===== config.mk =====
export PLATFORM = sky130hd
export DESIGN_NAME = pir_event_logger
export DESIGN_NICKNAME = d
export VERILOG_FILES = /design/src/rtl/pir_event_logger.sv
export SDC_FILE = /design/constraint.sdc
export NUM_CORES = 1
export LEC_CHECK = 0
export ABC_CLOCK_PERIOD_IN_PS = 7900
export BUFFER_PORTS_ARGS = -buffer_cell sky130_fd_sc_hd__buf_4
export CORE_ASPECT_RATIO = 1.4
export CORE_MARGIN = 1.5
export CORE_UTILIZATION = 42
export CTS_CLUSTER_DIAMETER = 120
export DETAILED_ROUTE_END_ITERATION = 16
export GPL_ROUTABILITY_DRIVEN = 0
export HOLD_SLACK_MARGIN = 0.03
export PLACE_DENSITY_LB_ADDON = 0.2
export REMOVE_ABC_BUFFERS = 1
export SYNTH_ARGS = -nofsm -noshare
export SYNTH_HDL_FRONTEND = slang
export SYNTH_SLANG_ARGS = --single-unit

===== constraint.sdc =====
create_clock -name clk -period 7.9 [get_ports clk]
set_input_delay 0.79 -clock clk [delete_from_list [all_inputs] [get_ports clk]]
set_output_delay 0.79 -clock clk [all_outputs]
set_load 0.05 [all_outputs]

===== src/rtl/pir_event_logger.sv =====
// pir_event_logger
// Watches the PIR alarm controller's buzzer/LED outputs and condenses each
// alarm episode into one 8-bit log word {sensor mask, quantised duration}.
// Words go into an 8-deep circular log that overwrites the oldest entry
// when full. Reads come out one cycle after the pop request.
module pir_event_logger (
    input  logic       clk,
    input  logic       rst_n,
    input  logic       buzzer,
    input  logic [2:0] LED,
    input  logic       rd_en,
    input  logic       clear,
    output logic [7:0] rd_data,
    output logic       rd_valid,
    output logic       empty,
    output logic       full,
    output logic [3:0] count,
    output logic       overflow,
    output logic [7:0] event_cnt
);

    localparam int DUR_W   = 7;
    localparam int DEPTH   = 8;
    localparam int PTR_W   = 3;
    localparam int ENTRY_W = 8;

    typedef enum logic [1:0] {
        S_IDLE   = 2'd0,
        S_ACTIVE = 2'd1,
        S_COMMIT = 2'd2
    } state_t;

    state_t state, state_nxt;

    // Edge detection
    logic buz_q;
    logic armed;
    logic rise;

    // Episode accumulation
    logic [DUR_W-1:0] dur;
    logic [2:0]       acc_mask;
    logic             ld_ep;
    logic             ext_ep;
    logic             commit;

    // Log storage and control
    logic [ENTRY_W-1:0] mem [0:DEPTH-1];
    logic [PTR_W-1:0]   wr_ptr;
    logic [PTR_W-1:0]   rd_ptr;
    logic [ENTRY_W-1:0] wr_word;
    logic               wr_req;
    logic               pop_req;
    logic               mem_we;

    // Saturating increment keeps long episodes pinned at the maximum duration.
    function automatic logic [DUR_W-1:0] dur_sat_inc(input logic [DUR_W-1:0] d);
        logic [DUR_W-1:0] d_max;
        d_max = '1;
        return (d == d_max) ? d : d + {{(DUR_W-1){1'b0}}, 1'b1};
    endfunction

    // A rising edge only counts once buzzer has been seen low since reset,
    // so a buzzer that is already high at reset release is not an episode.
    assign rise = buzzer & ~buz_q & armed;

    // Buzzer history and the post-reset arming flag.
    always_ff @(posedge clk or negedge rst_n) begin
        if (!rst_n) begin
            buz_q <= 1'b0;
            armed <= 1'b0;
        end else begin
            buz_q <= buzzer;
            if (!buzzer) begin
                armed <= 1'b1;
            end
        end
    end

    // Episode FSM state register.
    always_ff @(posedge clk or negedge rst_n) begin
        if (!rst_n) begin
            state <= S_IDLE;
        end else begin
            state <= state_nxt;
        end
    end

    // Episode FSM next-state logic; a rise during COMMIT is deliberately lost.
    always_comb begin
        state_nxt = state;
        case (state)
            S_IDLE:   if (rise)    state_nxt = S_ACTIVE;
            S_ACTIVE: if (!buzzer) state_nxt = S_COMMIT;
            S_COMMIT:              state_nxt = S_IDLE;
            default:               state_nxt = S_IDLE;
        endcase
    end

    // Episode FSM decoded controls.
    always_comb begin
        ld_ep  = 1'b0;
        ext_ep = 1'b0;
        commit = 1'b0;
        case (state)
            S_IDLE:   ld_ep  = rise;
            S_ACTIVE: ext_ep = buzzer;
            S_COMMIT: commit = 1'b1;
            default: ;
        endcase
    end

    // Duration and sensor mask accumulate over the high phase of the episode.
    always_ff @(posedge clk or negedge rst_n) begin
        if (!rst_n) begin
            dur      <= '0;
            acc_mask <= '0;
        end else if (ld_ep) begin
            dur      <= {{(DUR_W-1){1'b0}}, 1'b1};
            acc_mask <= LED;
        end else if (ext_ep) begin
            dur      <= dur_sat_inc(dur);
            acc_mask <= acc_mask | LED;
        end
    end

    // Episode counter; clear leaves it alone because it counts episodes, not log words.
    always_ff @(posedge clk or negedge rst_n) begin
        if (!rst_n) begin
            event_cnt <= '0;
        end else if (commit) begin
            event_cnt <= event_cnt + 8'd1;
        end
    end

    // Duration is quantised to 4-cycle units to fit five bits.
    assign wr_word = {acc_mask, dur[DUR_W-1:2]};
    assign wr_req  = commit;
    assign pop_req = rd_en & ~empty;
    assign mem_we  = wr_req & ~clear;

    assign empty = (count == 4'd0);
    assign full  = (count == 4'd8);

    // Log RAM is never reset or flushed; only pointers and count say what is valid.
    always_ff @(posedge clk) begin
        if (mem_we) begin
            mem[wr_ptr] <= wr_word;
        end
    end

    // Pointer, occupancy, overflow and read-port bookkeeping; clear overrides everything.
    always_ff @(posedge clk or negedge rst_n) begin
        if (!rst_n) begin
            wr_ptr   <= '0;
            rd_ptr   <= '0;
            count    <= '0;
            overflow <= 1'b0;
            rd_data  <= '0;
            rd_valid <= 1'b0;
        end else if (clear) begin
            wr_ptr   <= '0;
            rd_ptr   <= '0;
            count    <= '0;
            overflow <= 1'b0;
            rd_valid <= 1'b0;
        end else begin
            rd_valid <= pop_req;
            if (pop_req) begin
                rd_data <= mem[rd_ptr];
            end
            if (wr_req) begin
                wr_ptr <= wr_ptr + 3'd1;
            end
            // A write into a full log without a pop drops the oldest entry.
            if (pop_req || (wr_req && full)) begin
                rd_ptr <= rd_ptr + 3'd1;
            end
            if (wr_req && !pop_req && full) begin
                overflow <= 1'b1;
            end
            if (wr_req && !pop_req && !full) begin
                count <= count + 4'd1;
            end else if (!wr_req && pop_req) begin
                count <= count - 4'd1;
            end
        end
    end

endmodule


==> metrics.txt, run 1 <==
Net Sw Frac 0.3483; Mapped Area 0.004383 mm2; # port buffers 31; nets 339; Inserted Clock Buffers 9; drt drc 0; critical path type flip-flop to flip-flop; commonest non-fill, non-tap cell in the layout edfxtp_1; Pint 1.103 mW; largest area contributor in the netlist edfxtp_1; antenna fix cells 0; combinational share of power 0.307; DR WL/cell 16.76 um; remaining global-route overflow 0; measured slew at the worst slew-check pin approximately 1.2 ns; final worst slack between 4 and 5 ns; commonest cells after routing, fill and taps aside edfxtp_1 (64), dfrtp_1 (42), buf_4 (33); Die ar. around 0.011 mm2; RSZ-0062 raised after global routing no; largest net degree at the start of global routing 43; HP Class input port to asynchronous set/reset pin; via count 2,445; RR Startpoint state[0]; post-synthesis sequential area ratio 0.6783; total wire length 7.776 mm; Max FO, Critical Path 11; Post-Place Cells 448; Pre-antenna DRT Iters 4; asr flop ratio synth 0.3962; worst path cell trace nor2b_1 > and3_1 > inv_1 > ha_1 > a21oi_1 > nand2_1 > or4b_2 > o311ai_0; area occupied by multi-input gates 0.001331 mm2; crit-path max cell delay 0.66 ns; Startpoint Class flip-flop; I/O pin count 32; Setup Buffers After CTS 0; Yosys reg bits roughly 110; First DRT Iteration DRCs 116; final worst path period need 3.157 ns; clock root cell clkbuf_16; crit path launch state[0]; Die W 89.34 um; CTS tree done; Top delay family on crit path simple AND/OR/NAND/NOR gates; Sw Pwr between 500 and 600 uW; Rel. slew slack 0.1654; P&R area growth vs syn 14.99%; Reg2Reg Setup Slack 4.74 ns; Final Max Tran Viols 0; final cell count without fillers 464; Top FF cell, synth edfxtp_1; synth top area cells edfxtp_1 (44%), dfrtp_1 (24%), mux4_2 (8.2%); Synth top area share 0.4385; max_cap viols 0; vias in the first global route 2,506; fraction of layout cells with a size suffix above 1 0.2036; post-synthesis cell type count 39; Vias per Instance 5.269; Warnings, synthesis 0; Post-synth EDFFs 64; initial core utilization 0.4380; Buf/Inv on CP 1; syn avg cell area approximately 15 um2; Total GRT Usage 0.1633; std cell rows 43; post-synthesis cell count 291; DRT antenna net count 0; FMAX roughly 320 MHz; WP data arrival 3.39 ns; post-cts resize count 0; final hold vios 0; clock transition at the registers of the reported paths 0.07 ns; Pwr per Cell Area 336.0 mW/mm2; clk_skew between 0.008 and 0.009 ns; CP endpoint kind flip-flop; Clk network pwr share 0.261; htree depth 3; hpwl dp around 5.3 mm; Leak around 1.9 nW; status finished clean; CTS max path bufs 2; post-route cell area 0.005040 mm2; Core Area 0.01001 mm2; sequential cell area 0.002973 mm2; hold buffers post-CTS 0; Worst EP required between 8 and 9 ns; peak supply drop 0.1700 mV; Slowest cell on crit path nor2b_1; Fillers approximately 910; first-pass GRT wire length 13.10 mm; initial antenna violation count 0; Setup Viol. Count Final 0; worst-skew pair later-pin latency about 0.34 ns; fin crit share 0.3996; placed cell area 0.004747 mm2; Clock Sinks ~110; setup TNS 0 ns; pre-CTS WS between 4 and 5 ns; part of the power in registers 0.432; Die H 123.9 um
metal layers:
metal  share of wire  global-route usage  vias to the layer above
li1                -                   -                     1160
met4           0.020             0.06538                        0
met5               0                   0                        -
met1            0.42              0.2079                     1229
met2            0.53              0.2711                       43
met3           0.032             0.03446                       13
metrics by stage:
stage          hold WS, ns  total power [mW]  utilization
5_1_grt             0.4758             1.786       0.5036
6_report            0.4331             1.693       0.5036
3_5_place_dp        0.4671             1.272       0.4744
2_1_floorplan       0.4501             1.117            -
3_3_place_gp        0.4651             1.265       0.4744
4_1_cts             0.4562             1.716       0.5036
path summary, 6_finish.rpt:
kind / end / depth (start not counted)
min in group clk: event_cnt[7] / 1
worst min-delay path: rd_data[4] / 1
worst min register to register: event_cnt[7] / 1
worst max register to register: count[3] / 8
worst max-delay path: count[3] / 8
max in group asynchronous: dur[3] / 1
worst register-to-register path, stage by stage (launching register included):
cell and delay, ns:
dfrtp_1 0.44, nor2b_1 0.66, and3_1 0.42, inv_1 0.11
ha_1 0.33, a21oi_1 0.25, nand2_1 0.10, or4b_2 0.63
o311ai_0 0.10
sequential cells by signal (all words and copies together), names as in the netlist, 2 cells and up:
register,count
state,2
rd_data,8
dur,7
acc_mask,3
mem,64
event_cnt,8
wr_ptr,3
rd_ptr,3
count,4
area by class of cell:
type | instances | share of cell area
Sequential cell | 106 | 0.5899
Clock inverter | 6 | 0.01266
Inverter | 7 | 0.005214
Clock buffer | 10 | 0.04543
Tap cell | 135 | 0.03352
Multi-Input combinational cell | 167 | 0.2642
Timing Repair Buffer | 33 | 0.04916
Yosys cell counts (4+ instances only):
library cell / instances
a21oi_1: 20
clkbuf_1: 5
dfrtp_1: 42
edfxtp_1: 64
ha_1: 6
inv_1: 7
mux2i_1: 13
mux4_2: 16
nand2_1: 15
nand2b_1: 7
nand3_1: 8
nor2_1: 28
nor3_1: 4
o21ai_0: 7
or3_1: 6
xnor2_1: 10
logic make-up (layout without fill, tap and decap cells):
kind of cell,Yosys count,count (layout),share of synthesized area
flip-flops,106,106,0.6783
AND/OR/NAND/NOR,81,81,0.09221
AO/OA/AOI/OAI,38,38,0.05396
multiplexers,29,29,0.1119
buffers and inverters,18,56,0.01799
XOR/XNOR,12,12,0.02398
adder cells (fa/ha/maj),7,7,0.02170
power by group through the flow:
stage	Combinational, mW	Sequential [mW]	Clock, mW
after floorplan	0.234	0.883	0
after global placement	0.524	0.740	0
after detailed placement	0.527	0.744	0
after CTS	0.528	0.733	0.455
after global routing	0.567	0.745	0.475
final	0.519	0.732	0.442
No activity file was read; power rests on OpenSTA's default activity.
==> run 2: changes to the inputs <==
- ABC_CLOCK_PERIOD_IN_PS: 7900 -> 2700
- clock period: 7.9 -> 2.7 ns (I/O delays scaled with it)
==> run 2 against run 1 <==
Global-route usage decreased by 0.87 points. Clock skew about the same. Critical path depth unchanged. Sequential power increased to 2.9 times the previous value. Die area unchanged. Combinational power increased to 3.2 times the previous value. Setup slack got worse by 4.7 ns. Register-to-register slack got worse by 4.7 ns. Core utilization increased by 1.8 points. Wire length decreased by 4.1%. Critical endpoint unchanged.
==> metrics.txt, run 2 (synthesis gave the netlist of run 1 again) <==
fraction of layout cells with a size suffix above 1 0.2514 (+0.04780); total wire length 7.455 mm (-4.1%); status finished clean; worst path cell trace or4b_4 > and3_1 > inv_1 > ha_4 > a21oi_2 > nand2_1 > or4b_2 > o311ai_0; max_cap viols 0 (unchanged); Max FO, Critical Path 5 (-6); htree depth 3 (unchanged); measured slew at the worst slew-check pin 1.031 ns (-0.2114 ns); Buf/Inv on CP 1 (unchanged); std cell rows 43 (unchanged); clock transition at the registers of the reported paths 0.07 ns (about the same); critical path type flip-flop to flip-flop; Slowest cell on crit path or4b_2; First DRT Iteration DRCs 137 (+18%); Vias per Instance 5.096 (-3.3%); CP endpoint kind flip-flop; P&R area growth vs syn 19.01%; CTS max path bufs 2 (unchanged); initial core utilization 0.4380 (unchanged); Leak 1.952 nW (+5.4%); Total GRT Usage 0.1546 (-0.008682); Fin Hold WS 0.06443 ns (-0.3687 ns); vias in the first global route 2,474 (-1.3%); Die ar. 0.01107 mm2 (unchanged); largest registers mem x64, event_cnt x8, rd_data x8; via count 2,451 (+0.25%); Die W 89.34 um (unchanged); Worst EP required 2.93 ns (-5.20 ns); HP Class input port to flip-flop; Die H 123.9 um (unchanged); final core area utilization 0.5213 (+0.01763); Top delay family on crit path simple AND/OR/NAND/NOR gates; largest register by flop count mem; max reg flops 64 (unchanged); nets 356 (+5.0%); final hold vios 0 (unchanged); drt drc 0 (unchanged); first-pass GRT wire length 12.48 mm (-4.7%); remaining global-route overflow 0 (unchanged); commonest non-fill, non-tap cell in the layout edfxtp_1; final cell count without fillers 481 (+3.7%); DR WL/cell 15.50 um (-7.5%); Pwr per Cell Area 989.9 mW/mm2 (+190%); largest net degree at the start of global routing 43 (unchanged); Startpoint Class flip-flop; Setup Viol. Count Final 0 (unchanged); worst-skew pair later-pin latency 0.35 ns (about the same); Rel. slew slack 0.3097 (+0.1443); initial antenna violation count 0 (unchanged); crit-path max cell delay 0.64 ns (-0.02 ns); placed cell area 0.004852 mm2 (+2.2%); Core Area 0.01001 mm2 (unchanged); Clock Sinks 106 (unchanged); DRT antenna net count 0 (unchanged); peak supply drop 0.6306 mV (+270%); Inserted Clock Buffers 9 (unchanged); Pwr Total 5.164 mW (+200%); WP data arrival 2.85 ns (-0.54 ns); fin crit share 0.9711 (+0.5716); final worst path period need 2.622 ns (-0.5345 ns); clk_skew 0.008327 ns (+0.0002254 ns); CTS tree done; # port buffers 31 (unchanged); post-route cell area 0.005216 mm2 (+3.5%); Post-Place Cells 462 (+3.1%); Final Max Tran Viols 0 (unchanged); Fillers 875 (-3.6%); I/O pin count 32 (unchanged); antenna fix cells 0 (unchanged); hpwl dp 5.074 mm (-4.0%); FMAX 381.4 MHz (+20%); Pre-antenna DRT Iters 4 (unchanged); clock root cell clkbuf_16; commonest cells after routing, fill and taps aside edfxtp_1 (64), buf_4 (49), dfrtp_1 (41)
-- run 2: final cells by class --
type                            count  area (um2)  area share
Inverter                            7       26.28    0.005037
Multi-Input combinational cell    167        1351      0.2591
Clock inverter                      7       92.59     0.01775
Tap cell                          135       168.9     0.03238
Timing Repair Buffer               50       377.9     0.07244
Clock buffer                        9       225.2     0.04318
Sequential cell                   106        2974      0.5702
-- run 2: where the power goes --
group	total, mW	internal [mW]	leakage (nW)	switching, mW
clock	1.38	0.811	0.151	0.573
combinational	1.67	0.672	0.688	0.996
sequential	2.11	1.93	1.11	0.186
-- run 2: worst paths after layout --
check	start	to	slack [ns]	cells past startpoint
max in group asynchronous	rst_n	count[0]	1.83	2
max reg2reg	count[0]	count[3]	0.08	8
min in group asynchronous	rst_n	rd_data[0]	0.46	2
min reg2reg	event_cnt[7]	event_cnt[7]	0.48	1
min	buzzer	buz_q	0.06	1
max	count[0]	count[3]	0.08	8
-- run 2: timing repair --
item / 4_1_cts / 5_1_grt
buffers inserted: 0 / 2
endpoints found under the hold margin: 42 / 0
endpoints found under the setup margin: 1 / 1
resized for setup: 1 / 3
pin swaps: 0 / 1
hold buffers: 1 / 0
-- run 2: metal layers --
metal	wire length (um)	share of wire	vias to the layer above	global-route usage
met5	0	0	-	0
met4	131	0.018	0	0.07115
met3	243	0.033	7	0.03181
met2	3976	0.53	43	0.2613
met1	3103	0.42	1209	0.1887
li1	-	-	1192	-
-- run 2: through the flow --
stage	worst slack (ns)	setup TNS, ns
after floorplan	-0.4382	-4.121
after global placement	0.09811	0
after detailed placement	0.02115	0
after CTS	0.05365	0
after global routing	-0.007945	-0.007945
final	0.07792	0
==> run 3: changes to the inputs <==
- MAX_ROUTING_LAYER: default -> met4
==> run 3 against run 2 <==
Clock-buffer cell count did not move. Largest power group unchanged. Wire length about the same. Critical path type unchanged. Flip-flop and latch count is the same. Global-route usage increased by 0.46 points. Cell area stayed put. Critical endpoint unchanged. Sequential share of layout area unchanged. Setup slack barely moved.
==> metrics.txt, run 3 (synthesis gave the netlist of run 1 again) <==
final worst path period need 2.622 ns (+0.00005600 ns); vias in the first global route 2,471 (-0.12%); nets 356 (unchanged); Die W 89.34 um (unchanged); RR Startpoint count[0]; Fillers 875 (unchanged); Final Max Tran Viols 0 (unchanged); Endpoint, Worst Hold buz_q; Clock Sinks 106 (unchanged); max reg flops 64 (unchanged); first-pass GRT wire length 12.49 mm (+0.11%); clock root cell clkbuf_16; status finished clean; hold path depth 1 (unchanged); Die H 123.9 um (unchanged); worst-skew pair later-pin latency 0.34 ns (about the same); htree depth 3 (unchanged); HP Class input port to flip-flop; First DRT Iteration DRCs 113 (-18%); clk_skew 0.008531 ns (+0.0002038 ns); Setup Viol. Count Final 0 (unchanged); final cell count without fillers 481 (unchanged); commonest non-fill, non-tap cell in the layout edfxtp_1; WP data arrival 2.85 ns (about the same); Fin Hold WS 0.06677 ns (+0.002342 ns); max_cap viols 0 (unchanged); clock transition at the registers of the reported paths 0.07 ns (about the same); Pre-antenna DRT Iters 4 (unchanged); Reg2Reg Setup Slack 0.08 ns (about the same); hold_sp buzzer; CTS tree done; DR WL/cell 15.50 um (about the same); Total GRT Usage 0.1592 (+0.004580); peak supply drop 0.6307 mV (about the same); initial antenna violation count 0 (unchanged); # port buffers 31 (unchanged); CP endpoint kind flip-flop; FMAX 381.4 MHz (about the same); Rel. slew slack 0.3103 (+0.0006400); reg2reg path depth 8 (unchanged); Max FO, Critical Path 5 (unchanged); largest net degree at the start of global routing 43 (unchanged); antenna fix cells 0 (unchanged); hpwl dp 5.074 mm (unchanged); Startpoint Class flip-flop; DRT antenna net count 0 (unchanged); fin crit share 0.9712 (about the same); Vias per Instance 5.106 (+0.20%); final hold vios 0 (unchanged); fraction of layout cells with a size suffix above 1 0.2514 (unchanged); I/O pin count 32 (unchanged); P&R area growth vs syn 19.01% (unchanged); critical path type flip-flop to flip-flop; largest registers mem x64, event_cnt x8, rd_data x8; Die ar. 0.01107 mm2 (unchanged); via count 2,456 (+0.20%); commonest cells after routing, fill and taps aside edfxtp_1 (64), buf_4 (49), dfrtp_1 (41); reg-to-reg endpoint count[3]; Post-Place Cells 462 (unchanged); CTS max path bufs 2 (unchanged); Pwr per Cell Area 989.4 mW/mm2 (about the same); Worst EP required 2.93 ns (about the same); Inserted Clock Buffers 9 (unchanged); largest register by flop count mem; Core Area 0.01001 mm2 (unchanged); initial core utilization 0.4380 (unchanged); total wire length 7.454 mm (about the same); std cell rows 43 (unchanged); post-route cell area 0.005216 mm2 (unchanged); remaining global-route overflow 0 (unchanged); Leak 1.952 nW (unchanged); placed cell area 0.004852 mm2 (unchanged); drt drc 0 (unchanged); measured slew at the worst slew-check pin 1.030 ns (-0.0009555 ns)
run 3: cell counts in the layout (fill, tap and decap cells not counted):
No cell type changed its count.
run 3: worst max-delay path, stage by stage, from the launching register on:
cell and delay (ns):
dfrtp_2 0.44, or4b_4 0.53, and3_1 0.18, inv_1 0.12, ha_4 0.22, a21oi_2 0.19, nand2_1 0.09, or4b_2 0.64
o311ai_0 0.10
run 3: per-layer routing:
| metal | track usage | vias to the layer above | routed length, um |
|---|---|---|---|
| met5 | - | - | 0 |
| met1 | 0.1909 | 1222 | 3166 |
| li1 | - | 1190 | - |
| met2 | 0.2608 | 36 | 3977 |
| met4 | 0.06827 | 0 | 112 |
| met3 | 0.03181 | 8 | 197 |
run 3: stage by stage:
stage                     total power [mW]  worst slack, ns    util   TNS [ns]
after floorplan                      3.268          -0.4382       -     -4.121
after global placement               3.743          0.09811  0.4849          0
after detailed placement             3.771          0.02115  0.4849          0
after CTS                            5.170          0.05365  0.5180          0
after global routing                 5.446        -0.007944  0.5213  -0.007944
final                                5.161          0.07787  0.5213          0
run 3: timing repair:
action	4_1_cts	5_1_grt
setup endpoints to repair	1	1
setup buffers	0	2
cloned	0	0
hold buffers	1	0
endpoints found under the hold margin	42	0
gates resized for setup	1	3
pin swaps	0	1
run 3: power by group:
part	total, mW	internal, mW	switching (mW)
clock	1.38	0.811	0.570
sequential	2.11	1.93	0.186
combinational	1.67	0.672	0.996
total	5.16	3.41	1.75
run 3: how the worst max path moves through the flow:
stage | slack (ns) | cells after the start | endpoint | startpoint
after global routing | -0.008 | 8 | count[3] | count[0]
after floorplan | -0.44 | 4 | rd_data[0] | count[0]
after detailed placement | 0.02 | 8 | count[3] | count[0]
after global placement | 0.1 | 8 | count[3] | count[0]
final | 0.08 | 8 | count[3] | count[0]
after CTS | 0.05 | 8 | count[3] | count[0]
run 3: layout make-up:
cell class / instances / area, um2 / area share
Tap cell: 135 / 168.9 / 0.03238
Multi-Input combinational cell: 167 / 1351 / 0.2591
Sequential cell: 106 / 2974 / 0.5702
Inverter: 7 / 26.28 / 0.005037
Timing Repair Buffer: 50 / 377.9 / 0.07244
Clock buffer: 9 / 225.2 / 0.04318
Clock inverter: 7 / 92.59 / 0.01775
